$ cat src/rtl/game_ctrl.sv
// Two-player Tetris game-flow sequencer: IDLE/RUN/PAUSE/OVER FSM, ms tick, round timer,
// per-player gravity and level tracking, winner latch. Optional soft drop: GAME_CTRL_SOFTDROP_EN.
module game_ctrl #(
  parameter int TICK_DIV        = 100000,
  parameter int BASE_DROP_MS    = 800,
  parameter int STEP_MS         = 60,
  parameter int MIN_DROP_MS     = 100,
  parameter int MAX_LEVEL       = 15,
  parameter int LINES_PER_LEVEL = 10,
  parameter int GAME_SECONDS    = 180
) (
  input  logic       clk,
  input  logic       rstn,
  input  logic       start_key,
  input  logic       pause_key,
  input  logic       over1,
  input  logic       over2,
  input  logic       clr1_vld,
  input  logic       clr2_vld,
  input  logic [2:0] clr1_cnt,
  input  logic [2:0] clr2_cnt,
`ifdef GAME_CTRL_SOFTDROP_EN
  input  logic       soft1,
  input  logic       soft2,
`endif
  output logic [1:0] state,
  output logic       run,
  output logic       drop1,
  output logic       drop2,
  output logic [3:0] level1,
  output logic [3:0] level2,
  output logic [9:0] lines1,
  output logic [9:0] lines2,
  output logic [7:0] time_left,
  output logic [1:0] winner
);

  localparam int PW = $clog2(TICK_DIV);
  localparam int SW = $clog2(LINES_PER_LEVEL + 4);
  localparam int DW = 16;

  typedef enum logic [1:0] {IDLE = 2'd0, RUN = 2'd1, PAUSE = 2'd2, OVER = 2'd3} state_t;

  typedef struct packed {
    logic [9:0]    lines;
    logic [SW-1:0] sub;
    logic [3:0]    level;
  } acct_t;

  state_t        state_q, state_d;
  logic          start_go, in_run, tick, to_over;
  logic [PW-1:0] presc;
  logic [9:0]    ms_cnt;
  logic [DW-1:0] dcnt1, dcnt2, iv1, iv2;
  logic          fire1, fire2;
  acct_t         acc1, acc2, acc1_d, acc2_d;

  // Signed so that high levels clamp to the floor instead of wrapping.
  function automatic logic [DW-1:0] drop_interval(input logic [3:0] lvl);
    int iv;
    iv = BASE_DROP_MS - int'(lvl) * STEP_MS;
    if (iv < MIN_DROP_MS) iv = MIN_DROP_MS;
    return DW'(iv);
  endfunction

  function automatic acct_t account(input acct_t cur, input logic [2:0] cnt);
    acct_t nxt;
    int    l;
    int    s;
    nxt = cur;
    if (cnt != 3'd0 && cnt <= 3'd4) begin
      l         = int'(cur.lines) + int'(cnt);
      nxt.lines = (l > 1023) ? 10'd1023 : 10'(l);
      s         = int'(cur.sub) + int'(cnt);
      if (s >= LINES_PER_LEVEL) begin
        s = s - LINES_PER_LEVEL;
        if (int'(cur.level) < MAX_LEVEL) nxt.level = cur.level + 4'd1;
      end
      nxt.sub = SW'(s);
    end
    return nxt;
  endfunction

  assign in_run = (state_q == RUN);
  assign tick   = in_run && (presc == PW'(TICK_DIV - 1));

`ifdef GAME_CTRL_SOFTDROP_EN
  assign iv1 = soft1 ? DW'(MIN_DROP_MS) : drop_interval(acc1.level);
  assign iv2 = soft2 ? DW'(MIN_DROP_MS) : drop_interval(acc2.level);
`else
  assign iv1 = drop_interval(acc1.level);
  assign iv2 = drop_interval(acc2.level);
`endif

  // ">=" lets a counter that overshot a freshly shortened interval fire on the next tick.
  assign fire1 = tick && (dcnt1 >= iv1 - DW'(1));
  assign fire2 = tick && (dcnt2 >= iv2 - DW'(1));

  always_comb begin
    acc1_d = acc1;
    acc2_d = acc2;
    if (in_run && clr1_vld) acc1_d = account(acc1, clr1_cnt);
    if (in_run && clr2_vld) acc2_d = account(acc2, clr2_cnt);
  end

  always_comb begin
    state_d  = state_q;
    start_go = 1'b0;
    case (state_q)
      IDLE, OVER: begin
        if (start_key) begin
          state_d  = RUN;
          start_go = 1'b1;
        end
      end
      RUN: begin
        if (over1 || over2 || time_left == 8'd0) state_d = OVER;
        else if (pause_key)                      state_d = PAUSE;
      end
      PAUSE: begin
        if (pause_key || start_key) state_d = RUN;
      end
      default: state_d = IDLE;
    endcase
    to_over = in_run && (state_d == OVER);
  end

  always_ff @(posedge clk or negedge rstn) begin
    if (!rstn) begin
      state_q <= IDLE;
      run     <= 1'b0;
    end else begin
      state_q <= state_d;
      run     <= (state_d == RUN);
    end
  end

  assign state  = state_q;
  assign level1 = acc1.level;
  assign level2 = acc2.level;
  assign lines1 = acc1.lines;
  assign lines2 = acc2.lines;

  always_ff @(posedge clk or negedge rstn) begin
    if (!rstn) begin
      presc     <= '0;
      ms_cnt    <= '0;
      time_left <= 8'(GAME_SECONDS);
      dcnt1     <= '0;
      dcnt2     <= '0;
      drop1     <= 1'b0;
      drop2     <= 1'b0;
      acc1      <= '0;
      acc2      <= '0;
      winner    <= 2'b00;
    end else if (start_go) begin
      presc     <= '0;
      ms_cnt    <= '0;
      time_left <= 8'(GAME_SECONDS);
      dcnt1     <= '0;
      dcnt2     <= '0;
      drop1     <= 1'b0;
      drop2     <= 1'b0;
      acc1      <= '0;
      acc2      <= '0;
      winner    <= 2'b00;
    end else begin
      // A pulse due on the cycle we leave RUN is suppressed so PAUSE/OVER never show a drop.
      drop1 <= fire1 && (state_d == RUN);
      drop2 <= fire2 && (state_d == RUN);
      acc1  <= acc1_d;
      acc2  <= acc2_d;
      if (in_run) presc <= tick ? '0 : presc + PW'(1);
      if (tick) begin
        ms_cnt <= (ms_cnt == 10'd999) ? '0 : ms_cnt + 10'd1;
        if (ms_cnt == 10'd999 && time_left != 8'd0) time_left <= time_left - 8'd1;
        dcnt1 <= fire1 ? '0 : dcnt1 + DW'(1);
        dcnt2 <= fire2 ? '0 : dcnt2 + DW'(1);
      end
      if (to_over) begin
        if (over1 && over2)                      winner <= 2'b11;
        else if (over1)                          winner <= 2'b10;
        else if (over2)                          winner <= 2'b01;
        else if (acc1_d.lines > acc2_d.lines)    winner <= 2'b01;
        else if (acc1_d.lines < acc2_d.lines)    winner <= 2'b10;
        else                                     winner <= 2'b11;
      end
    end
  end

endmodule

$ cat config.mk
export PLATFORM = sky130hd
export DESIGN_NAME = game_ctrl
export DESIGN_NICKNAME = d
export VERILOG_FILES = /design/src/rtl/game_ctrl.sv
export SDC_FILE = /design/constraint.sdc
export NUM_CORES = 1
export LEC_CHECK = 0
export BUFFER_PORTS_ARGS = -buffer_cell sky130_fd_sc_hd__buf_2
export CORE_MARGIN = 3
export CORE_UTILIZATION = 62
export DETAILED_ROUTE_END_ITERATION = 8
export PLACE_DENSITY = 0.81
export RECOVER_POWER = 25
export SLEW_MARGIN = 20
export SYNTH_ARGS = -nofsm -noshare
export SYNTH_HDL_FRONTEND = slang
export SYNTH_SLANG_ARGS = --single-unit
$ cat constraint.sdc
create_clock -name clk -period 7.88 [get_ports clk]
set_input_delay 0.394 -clock clk [delete_from_list [all_inputs] [get_ports clk]]
set_output_delay 0.394 -clock clk [all_outputs]
set_load 0.03 [all_outputs]
==> out/results.ini <==
[route]
drc=0
wl_mm=18.1
ant_nets=0
drt_pre_antenna_iters=5
num_vias=6891
drtIter0Drc=391
wl_per_cell_um=15.3
vias_per_cell=5.83

[yosys]
yosys-top-cells-count=nor2_1 (123), dfrtp_1 (106), ha_1 (92), nand2_1 (81), inv_1 (57)
synth_compound_area_frac=0.129
muxShareOfSynthArea=0.0116
synth_edf_count=0
yosys_warnings=0
synthSimpleGateAreaFrac=0.218
syn_nets=1103
ys_types=67
synth-seq-cells=110
syn_inst=983
synth_top_area_frac=0.305
yosysMostFrequentCell=nor2_1
yosysSeqAreaShare=0.317
syn_area_per_cell_um2=8.85
ys.flop_type=dfrtp_1
synthAdderAreaFrac=0.164
synth_xor_area_frac=0.101
synthArstFlopShare=1.00
yosysTopAreaCell=dfrtp_1
synthesis.area_um2=8700
synth_top_family_by_area=simple AND/OR/NAND/NOR gates
synth_area_leaders=dfrtp_1 (30%), ha_1 (13%), nor2_1 (5.3%), xnor2_1 (5.1%), xor2_1 (4.5%)

[power]
ir_drop_uv=240
power_density_nw_per_um2=269
p_leak_nw=4.46
total_power_mw=2.47

[sta]
skew_ps=14.4
hold_viol_final=0
slew_headroom=-1.50
tightest_slew_ps=3750
tns_ps=0
timing.final.crit_share=0.898
fin_ws_ps=803
fmax_mhz=141
rsz0062_at_grt=false
setup_violations=0
hold-worst-slack_ps=322
finalMaxSlewViolations=113
timing.final.crit_period_ps=7080

[clock_network]
htreeDepth=3
cts_tree=done
cts_resized=0
postCtsHoldBufs=0
cts_buffer_depth=2
clkTransAtPathRegs_ps=80
cts_root_buffer=clkbuf_16
clock_insertion_delay_worst_skew_ps=360
post_cts_buffers=0
clock_sinks=110
cts_made_buffers=9

[floorplan]
fp.coreArea_um2=13500
die-area_um2=15500
pin_count=57
start_util=0.644
fp.dieH_um=124
die_x_um=124
row_count=42

[final_layout]
fill_cells=1043
fin_util=0.680
area_growth_pct=5.58
drive_above_1_share=0.0785
num_antenna_cells=0
final_nets=1122

[placed_design]
gp_congestion=0.883
place_hpwl_mm=13.7
pre_cts_slack_ps=814
portBuffers=56

[worst_setup_path]
critPathCaptureType=register
cp_max_fo=14
cp.required_ps=8150
path_common_cell=inv_1
critPathArrivalTime_ps=7350
cp-start-kind=register
crit_slowest_cell=fa_1
slowest_delay_ps=570
crit_type=register to register

[grt]
grt.total_usage=0.240
grt_pass1_wl_mm=31.5
grt.overflow.total=0
grt_pass1_vias=6781
antenna_found_initial=0
grt_max_degree=71

[hold_path]
hp-class=input pin to register

[run]
drv_cap=2

[outcome]
status=finished, violations left
violations=capacitance limit, slew limit

path summary, 6_finish.rpt:
path                                  startpoint                    end  slack [ps]  cells after the start
max                        level1[0]$_DFFE_PN0P_   dcnt1[8]$_DFFE_PN0P_         800                     27
min                                        over1  winner[1]$_DFFE_PN0P_         320                      3
max reg2reg                level1[0]$_DFFE_PN0P_   dcnt1[8]$_DFFE_PN0P_         800                     27
min reg2reg                 presc[1]$_DFFE_PN0P_   presc[1]$_DFFE_PN0P_         520                      1
max in group asynchronous                   rstn   dcnt1[3]$_DFFE_PN0P_        2740                      2
min in group asynchronous                   rstn   dcnt2[6]$_DFFE_PN0P_         690                      1
through the flow:
| step | instances | instance area [um^2] |
|---|---|---|
| global placement | 1167 | 8920 |
| floorplan | 983 | 8700 |
| global route | 1183 | 9190 |
| CTS | 1183 | 9230 |
| finish | 1183 | 9190 |
| detailed placement | 1167 | 8920 |
state kept, by name (all words and copies together), names as in the netlist, 8 cells and up:
name       count
dcnt1         16
time_left      8
lines1        10
ms_cnt        10
presc         17
lines2        10
dcnt2         16
layout by cell type, fill, tap and decap left out, types with 18 or more instances in the layout:
| master | instances |
|---|---|
| a21o_1 | 20 |
| inv_1 | 57 |
| ha_1 | 92 |
| nand4_1 | 19 |
| nor2_1 | 123 |
| dfrtp_1 | 106 |
| buf_2 | 31 |
| nand2_1 | 81 |
| clkbuf_1 | 26 |
| xnor2_1 | 51 |
| and3_1 | 24 |
| nor3_1 | 18 |
| a21oi_1 | 55 |
| nand3_1 | 42 |
| o21ai_0 | 36 |
| xor2_1 | 45 |
worst max-delay path: cells and delay by family (launching register included):
family	cells	cell delay (ps)
xor gates and xnor gates	3	740
DFF	1	530
and+or+nand+nor	4	680
adders and majority gates	6	2340
buffers and inverters	4	380
AOI/OAI and AO/OA	10	2320
cell type report:
class / instances / area [um^2] / area share
clock inverter: 7 / 80.1 / 0.00871
inverter: 57 / 214 / 0.0233
sequential: 110 / 2760 / 0.300
clock buffer: 9 / 225 / 0.0245
tap: 176 / 220 / 0.0240
timing repair buffer: 58 / 260 / 0.0283
multi-input combinational: 766 / 5430 / 0.591
kinds of logic after synthesis:
family,count (synthesis)
XOR/XNOR,98
flip-flops,110
AO/OA/AOI/OAI,175
adder cells (fa/ha/maj),106
buffers and inverters,107
AND/OR/NAND/NOR,377
multiplexers,10
routing by layer:
metal | vias up | routed length, um | track usage
met4 | 0 | 274 | 0.0548
met2 | 159 | 8820 | 0.405
li1 | 3442 | - | -
met3 | 28 | 848 | 0.0519
met5 | - | 0 | 0
met1 | 3262 | 8190 | 0.317
where the power goes:
group / total (mW) / switching [mW] / internal (mW)
registers: 0.742 / 0.0943 / 0.647
logic: 1.26 / 0.781 / 0.484
clock network: 0.469 / 0.217 / 0.252
total: 2.47 / 1.09 / 1.38
Note: power is estimated with default switching activity, not from simulation.
